**src/rtl/serial_sub_pkg.sv**
```systemverilog
// serial_sub_pkg: state encodings and counter sizing shared by the serial subtractor
package serial_sub_pkg;
  localparam logic [1:0] IDLE  = 2'd0;
  localparam logic [1:0] SHIFT = 2'd1;
  localparam logic [1:0] DONE  = 2'd2;
  function automatic int cnt_w(input int width);
    return (width < 2) ? 1 : $clog2(width);
  endfunction
endpackage

```
**src/rtl/serial_sub_restcomp.sv**
```systemverilog
// restcomp: combinational full-subtractor cell (one bit of x - y - b)
module restcomp
  import serial_sub_pkg::*;
(
  input  logic xi,
  input  logic yi,
  input  logic bi,
  output logic Di,
  output logic Bo
);
  assign Di = xi ^ yi ^ bi;
  assign Bo = (~xi & yi) | (~(xi ^ yi) & bi);
endmodule

```
**src/rtl/serial_sub.sv**
```systemverilog
// serial_sub: LSB-first bit-serial subtractor with valid/ready handshake; SERIAL_SUB_OVF_EN adds signed overflow output ovf
module serial_sub
  import serial_sub_pkg::*;
#(
  parameter int WIDTH = 8
) (
  input  logic             clk,
  input  logic             rst,
  input  logic             in_valid,
  output logic             in_ready,
  input  logic [WIDTH-1:0] x,
  input  logic [WIDTH-1:0] y,
  input  logic             bin,
  output logic             out_valid,
  input  logic             out_ready,
  output logic [WIDTH-1:0] d,
  output logic             bo
`ifdef SERIAL_SUB_OVF_EN
  ,output logic            ovf
`endif
);
  localparam int CW = cnt_w(WIDTH);
  logic [1:0]       r_state;
  logic [WIDTH-1:0] r_x, r_y, r_dsh, r_d;
  logic [CW-1:0]    r_cnt;
  logic             r_b, r_bo;
  logic             w_di, w_bo, w_last;
  logic [WIDTH-1:0] w_dnext;
  restcomp u_cell (.xi(r_x[0]), .yi(r_y[0]), .bi(r_b), .Di(w_di), .Bo(w_bo));
  assign w_last    = (r_state == SHIFT) && (r_cnt == CW'(WIDTH - 1));
  assign w_dnext   = {w_di, r_dsh[WIDTH-1:1]};
  assign in_ready  = (r_state == IDLE);
  assign out_valid = (r_state == DONE);
  assign d         = r_d;
  assign bo        = r_bo;
  // r_dsh is the working shifter; r_d only updates on completion so d never shows partial results
  always_ff @(posedge clk or posedge rst) begin
    if (rst) begin
      r_state <= IDLE;
      r_x     <= '0;
      r_y     <= '0;
      r_dsh   <= '0;
      r_d     <= '0;
      r_cnt   <= '0;
      r_b     <= 1'b0;
      r_bo    <= 1'b0;
    end else if (r_state == IDLE) begin
      if (in_valid) begin
        r_x     <= x;
        r_y     <= y;
        r_b     <= bin;
        r_cnt   <= '0;
        r_state <= SHIFT;
      end
    end else if (r_state == SHIFT) begin
      r_x   <= r_x >> 1;
      r_y   <= r_y >> 1;
      r_dsh <= w_dnext;
      r_b   <= w_bo;
      r_cnt <= r_cnt + 1'b1;
      if (w_last) begin
        r_d     <= w_dnext;
        r_bo    <= w_bo;
        r_state <= DONE;
      end
    end else if (r_state == DONE) begin
      if (out_ready) r_state <= IDLE;
    end else begin
      r_state <= IDLE;
    end
  end
`ifdef SERIAL_SUB_OVF_EN
  logic r_xm, r_ym, r_ovf;
  assign ovf = r_ovf;
  always_ff @(posedge clk or posedge rst) begin
    if (rst) begin
      r_xm  <= 1'b0;
      r_ym  <= 1'b0;
      r_ovf <= 1'b0;
    end else if (in_ready && in_valid) begin
      r_xm <= x[WIDTH-1];
      r_ym <= y[WIDTH-1];
    end else if (w_last) begin
      r_ovf <= (r_xm != r_ym) && (w_di != r_xm);
    end
  end
`endif
endmodule

```
**config.mk**
```make
export PLATFORM = sky130hd
export DESIGN_NAME = serial_sub
export DESIGN_NICKNAME = d
export VERILOG_FILES = /design/src/rtl/serial_sub_pkg.sv /design/src/rtl/serial_sub_restcomp.sv /design/src/rtl/serial_sub.sv
export SDC_FILE = /design/constraint.sdc
export NUM_CORES = 1
export LEC_CHECK = 0
export CELL_PAD_IN_SITES_DETAIL_PLACEMENT = 1
export CELL_PAD_IN_SITES_GLOBAL_PLACEMENT = 1
export CORE_MARGIN = 8
export CORE_UTILIZATION = 36
export DETAILED_ROUTE_END_ITERATION = 7
export HOLD_SLACK_MARGIN = 0.12
export PLACE_DENSITY = 0.75
export SLEW_MARGIN = 5
export SYNTH_ARGS = -nofsm -noshare
export SYNTH_HDL_FRONTEND = slang
export SYNTH_SLANG_ARGS = --single-unit
export TNS_END_PERCENT = 5
```
**constraint.sdc**
```tcl
create_clock -name clk -period 1.7 [get_ports clk]
set_clock_uncertainty 0.1 [all_clocks]
set_input_delay 0.34 -clock clk [delete_from_list [all_inputs] [get_ports clk]]
set_output_delay 0.34 -clock clk [all_outputs]
set_load 0.03 [all_outputs]
```
==> results.md, run 1 <==
* Data arrival, critical path at 1.71 ns
* Post-CTS Setup Bufs at 0
* Num CTS Buffers at 5
* Sw Ratio at 0.367
* Slew @ Worst Pin at 0.308 ns
* Crit Path Class: register to register
* Dominant cells by area after synthesis: dfrtp_1 (57%), o22ai_1 (9.8%), mux2_2 (7.4%)
* Vias in the first global route at 1,440
* Largest net degree at the start of global routing at 39
* RSZ-0062 raised after global routing: yes
* Total gr overflow at 0
* Crit Reg-Reg Endpoint: d[6]
* CP required at 1.78 ns
* First-pass GRT wire length at 6870 um
* Quantity of I/O buffers inserted on ports at 31
* FF-to-FF setup slack at 0.07 ns
* Number of H-tree levels at 2
* Relative slew margins at 0.794
* GP Congestion at 0.801
* Final Net Count at 203
* Synthesized area per cell at 11.7 um^2
* Internal at 2.58 mW
* Largest area contributor in the netlist: dfrtp_1
* Hold Path Class: input port to async pin
* Cells after Synth at 143
* Yosys warns at 0
* Vias per Instance at 5.36
* CTS sink cnt at 38
* Worst Path Max Fanout at 10
* Met3 wire length at 246 um
* Cell mode on critical path: ha_2
* Global-route total usage across every layer at 0.119
* Achievable Freq at 612 MHz
* FP Rows at 24
* CTS Buffer Depth at 2
* Uppermost routed layer: met4
* Antenna violations before repair at 0
* Path depth of the worst reg2reg path at 5
* Seq/Total Area, Yosys at 0.571
* Vias at 1,244
* Crit start category: register
* Share of cells above drive strength 1 at 0.206
* Net Count, Synth at 167
* Post-Route WL at 3990 um
* Ant. Diodes at 0
* Placement Cell Area at 0.00206 mm^2
* Clk root buf: clkbuf_8
* Starting Density at 0.378
* Final HPWL DP at 2820 um
* Status: finished clean
* Power Density at 1880 mW/mm^2
* Critical path's slowest cell: dfrtp_1
* Met2 Wirelength at 1850 um
* TritonRoute pass-1 iters at 4
* Die Y at 84.0 um
* Leakage Power at 0.942 nW
* Met1 WL at 1860 um
* Reg clk slew, reported paths at 0.07 ns
* Area share of the largest cell type after synthesis at 0.571
* Antenna Violating Nets Remaining at 0
* Power Total at 4.07 mW
* Core area at 0.00441 mm^2
* Part of the power in combinational logic at 0.409
* Top delay family on crit path: flip-flops
* Layout fillers at 456
* DIE WIDTH at 84.0 um
* Seq pwr share at 0.406
* CP Launch Point: r_cnt[1]
* Number of I/O pins at 32
* WP buf/inv at 1
* Finished Cell Area at 0.00216 mm^2
* Reg2reg start: r_cnt[1]
* Share of flip-flops with an asynchronous set or reset at 1.00
* Clk_lat worst skew at 0.29 ns
* Clock Power Share at 0.185
* DR iter-0 viols at 33
* Worst path max stage delay at 0.40 ns
* Worst IR drop on VDD at 0.608 mV
* Distinct cells, synth at 23
* EDFF count, synth at 0
* Synth Flop Type: dfrtp_1
* FF+latch count, synth at 38
* Tcrit/Tclk final at 0.961
* Synth-to-Final Area Change at 29.9%
* Slew Limit Fails at 0
* CTS tree: yes
* Remaining DRCs at 0
* Mapped Area at 0.00167 mm^2
* Drt wl/cell at 17.2 um
* Period minus WS final at 1.63 ns
* Maximum capacitance violations at 0
* Final hold viol count at 0
* Final setup viols at 0
* CP cell instances: ha_2, ha_2, nand3b_1, buf_12, mux2_2
* Die area at 0.00706 mm^2
* Final TNS setup at 0 ns
* NetSw at 1.49 mW
* Critical Path End Type: register
==> metal layers <==
layer | vias to the layer above | global-route usage
met2 | 36 | 0.186
met5 | - | 0
met1 | 608 | 0.137
met4 | 0 | 0.0424
li1 | 596 | -
met3 | 4 | 0.0557
==> synthesized netlist by cell type, types with 2 or more instances <==
master and count:
a21oi_1 15, a22o_1 2, buf_2 8, buf_6 2, dfrtp_1 38, ha_1 2
inv_1 4, mux2_2 11, mux2_4 3, nand2_1 4, nand2b_1 2, nand3b_1 2
nor2_1 6, nor2b_1 2, o21ai_0 9, o22ai_1 26
==> state kept, by name (all words and copies together) (netlist names) <==
| name | cells |
|---|---|
| bo | 1 |
| d | 8 |
| r_b | 1 |
| r_cnt | 3 |
| r_dsh | 7 |
| r_state | 2 |
| r_x | 8 |
| r_y | 8 |
==> worst max path at each step <==
stage / end / cells past startpoint
after floorplan: bo / 5
after global placement: r_x[4] / 4
after detailed placement: r_x[3] / 4
after CTS: d[3] / 5
after global routing: d[5] / 5
final: d[6] / 5
==> timing repair <==
item                                    CTS  global route
hold buffers                              0             0
hold endpoints to repair                  0             0
pin swaps                                 0             1
resized for setup                        10             3
endpoints found under the setup margin   13            14
==> through the flow <==
step / instances / utilization / hold slack [ns] / setup slack (ns)
2_1_floorplan: 143 / - / 0.326 / 0.108
3_3_place_gp: 224 / 0.467 / 0.375 / -0.0906
3_5_place_dp: 224 / 0.467 / 0.381 / -0.197
4_1_cts: 232 / 0.489 / 0.304 / 0.0199
5_1_grt: 232 / 0.490 / 0.302 / -0.00304
6_report: 232 / 0.490 / 0.299 / 0.0671
==> power by group through the flow <==
stage               logic, mW  clock network, mW  registers [mW]
floorplan                1.06                  0            1.77
global placement         1.66                  0            1.64
detailed placement       1.75                  0            1.68
CTS                      1.69              0.775            1.65
global route             1.84              0.815            1.72
finish                   1.66              0.752            1.65
==> tightest hold or removal path, cell delays in order <==
cell and delay [ns]:
clkdlybuf4s50_1 0.40, inv_1 0.09, buf_12 0.22
==> cells by family after synthesis <==
family	synth area share
AOI/OAI and AO/OA	0.197
DFF	0.571
muxes	0.101
adders and majority gates	0.0270
buffers and inverters	0.0533
and+or+nand+nor	0.0510
==> cell usage in the layout (no fill, tap or decap), types with 3 or more instances in the layout <==
master | netlist | routed
o22ai_1 | 26 | 26
inv_1 | 4 | 4
dfrtp_1 | 38 | 38
dlygate4sd2_1 | 0 | 9
clkdlybuf4s50_1 | 0 | 20
buf_4 | 1 | 9
nor2_1 | 6 | 5
o21ai_0 | 9 | 9
mux2_4 | 3 | 3
a21oi_1 | 15 | 15
nand2_1 | 4 | 4
clkbuf_8 | 0 | 5
mux2_2 | 11 | 11
==> area by class of cell <==
class                   count  area, um^2  share of cell area
inverters                   5        18.8             0.00867
well taps                  52        65.1              0.0301
multi-input cells          89         637               0.294
clock buffers               7        76.3              0.0353
repair buffers             40         387               0.179
flip-flops and latches     38         951               0.439
clock inverters             1        30.0              0.0139
No activity file was read; power rests on OpenSTA's default activity.
==> inputs of run 2 (changes only) <==
--- a/config.mk
+++ b/config.mk
@@ -7,11 +7,11 @@
 export LEC_CHECK = 0
 export CELL_PAD_IN_SITES_DETAIL_PLACEMENT = 1
 export CELL_PAD_IN_SITES_GLOBAL_PLACEMENT = 1
-export CORE_MARGIN = 8
+export CORE_MARGIN = 5
 export CORE_UTILIZATION = 36
 export DETAILED_ROUTE_END_ITERATION = 7
 export HOLD_SLACK_MARGIN = 0.12
-export PLACE_DENSITY = 0.75
+export PLACE_DENSITY_LB_ADDON = 0.1
 export SLEW_MARGIN = 5
 export SYNTH_ARGS = -nofsm -noshare
 export SYNTH_HDL_FRONTEND = slang
==> run 2 against run 1 <==
Routed wire length down 3.0%. Final cell count rose by 1.3%. Critical path type unchanged. Sequential cell count unchanged. Global-route usage increased by 2.2 points. Utilization grew 0.85 points.
==> results.md, run 2 (synthesis results as in run 1) <==
* Status: finished clean
* CTS sink cnt at 38
* Power Density at 1850 mW/mm^2
* CP required at 1.77 ns
* Antenna Violating Nets Remaining at 0
* Footprint of the multi-input gates at 634 um^2
* Vias in the first global route at 1,429
* Placement Cell Area at 0.00208 mm^2
* Maximum capacitance violations at 0
* Path depth of the worst reg2reg path at 5
* Tcrit/Tclk final at 0.972
* Commonest non-fill, non-tap cell in the layout: dfrtp_1
* Layout fillers at 457
* Core area at 0.00441 mm^2
* Slew Limit Fails at 0
* Num CTS Buffers at 5
* Leakage Power at 0.963 nW
* FP Rows at 24
* Post-Route WL at 3870 um
* Period minus WS final at 1.65 ns
* FF-to-FF setup slack at 0.05 ns
* Die Y at 78.0 um
* Final Net Count at 206
* Worst IR drop on VDD at 0.611 mV
* CTS tree: yes
* Hold Path Class: input port to async pin
* GP Congestion at 0.822
* Drt wl/cell at 16.5 um
* Reg2reg start: r_cnt[0]
* Global-route total usage across every layer at 0.141
* Ant. Diodes at 0
* Antenna violations before repair at 0
* Critical Path End Type: register
* Clk root buf: clkbuf_8
* Crit. path cell count at 5
* Cell mode on critical path: ha_2
* Crit Path Class: register to register
* Number of I/O pins at 32
* Starting Density at 0.378
* Top delay family on crit path: flip-flops
* WP buf/inv at 1
* Final HPWL DP at 2760 um
* Vias per Instance at 5.43
* Largest net degree at the start of global routing at 39
* Final setup viols at 0
* Total gr overflow at 0
* Relative slew margins at 0.796
* DIE WIDTH at 78.0 um
* Data arrival, critical path at 1.73 ns
* Hold Buf Count CTS at 0
* Reg clk slew, reported paths at 0.07 ns
* Power Total at 4.08 mW
* Finished Core Util at 0.499
* Most frequent cells in the layout: dfrtp_1 (37), o22ai_1 (26), clkdlybuf4s50_1 (20)
* First-pass GRT wire length at 6910 um
* Quantity of I/O buffers inserted on ports at 31
* DR iter-0 viols at 73
* Share of cells above drive strength 1 at 0.219
* Final TNS setup at 0 ns
* TritonRoute pass-1 iters at 5
* Worst path max stage delay at 0.41 ns
* Number of H-tree levels at 2
* FF+latch area at 952 um^2
* Vias at 1,277
* RSZ-0062 raised after global routing: no
* Achievable Freq at 605 MHz
* Synth-to-Final Area Change at 32.1%
* Remaining DRCs at 0
* Die area at 0.00609 mm^2
* CP cell instances: ha_2, ha_2, nand3b_1, buf_12, mux2_2
* Finished Cell Area at 0.00220 mm^2
* Slew @ Worst Pin at 0.307 ns
* CP Launch Point: r_cnt[0]
* Clk_lat worst skew at 0.29 ns
* Worst Path Max Fanout at 10
* Critical path's slowest cell: dfrtp_1
* CTS Buffer Depth at 2
* Final hold viol count at 0
* Crit start category: register
run 2: routing by layer:
layer  global-route usage  vias up  part of all wire
met5                    0        -                 0
met4               0.0456        0            0.0088
met3               0.0572        4             0.060
met2                0.217       35              0.47
met1                0.181      633              0.46
li1                     -      605                 -
run 2: path summary, 6_finish.rpt:
| kind | endpoint |
|---|---|
| worst max-delay path | d[1] |
| min in group clk | d[7] |
| worst min-delay path | r_y[3] |
| worst min register to register | d[7] |
| max in group asynchronous | r_state[0] |
| worst max register to register | d[1] |
run 2: report_power, final:
part	leakage (nW)	total, mW	internal (mW)	switching (mW)
clock	0.0524	0.746	0.439	0.307
sequential	0.455	1.66	1.34	0.321
combinational	0.456	1.67	0.807	0.863
total	0.963	4.08	2.59	1.49
run 2: cell type report:
type	instances	share of cell area
Clock buffer	7	0.0347
Clock inverter	1	0.0136
Inverter	5	0.00852
Multi-Input combinational cell	89	0.288
Sequential cell	38	0.432
Tap cell	52	0.0295
Timing Repair Buffer	43	0.193
run 2: timing repair:
| item | CTS | global route |
|---|---|---|
| resized for setup | 10 | 4 |
| buffers inserted | 0 | 2 |
| endpoints found under the setup margin | 10 | 5 |
run 2: worst reg2reg max path: stages, from the launching register on:
cell,delay (ns)
dfrtp_1,0.41
ha_2,0.19
ha_2,0.17
nand3b_1,0.18
buf_12,0.16
mux2_2,0.33
run 2: metrics by stage:
stage / hold slack, ns / setup WS (ns) / instances
2_1_floorplan: 0.326 / 0.108 / 143
3_3_place_gp: 0.380 / 0.0427 / 225
3_5_place_dp: 0.380 / -0.0000850 / 225
4_1_cts: 0.313 / 0.00892 / 233
5_1_grt: 0.337 / 0.000725 / 235
6_report: 0.309 / 0.0473 / 235
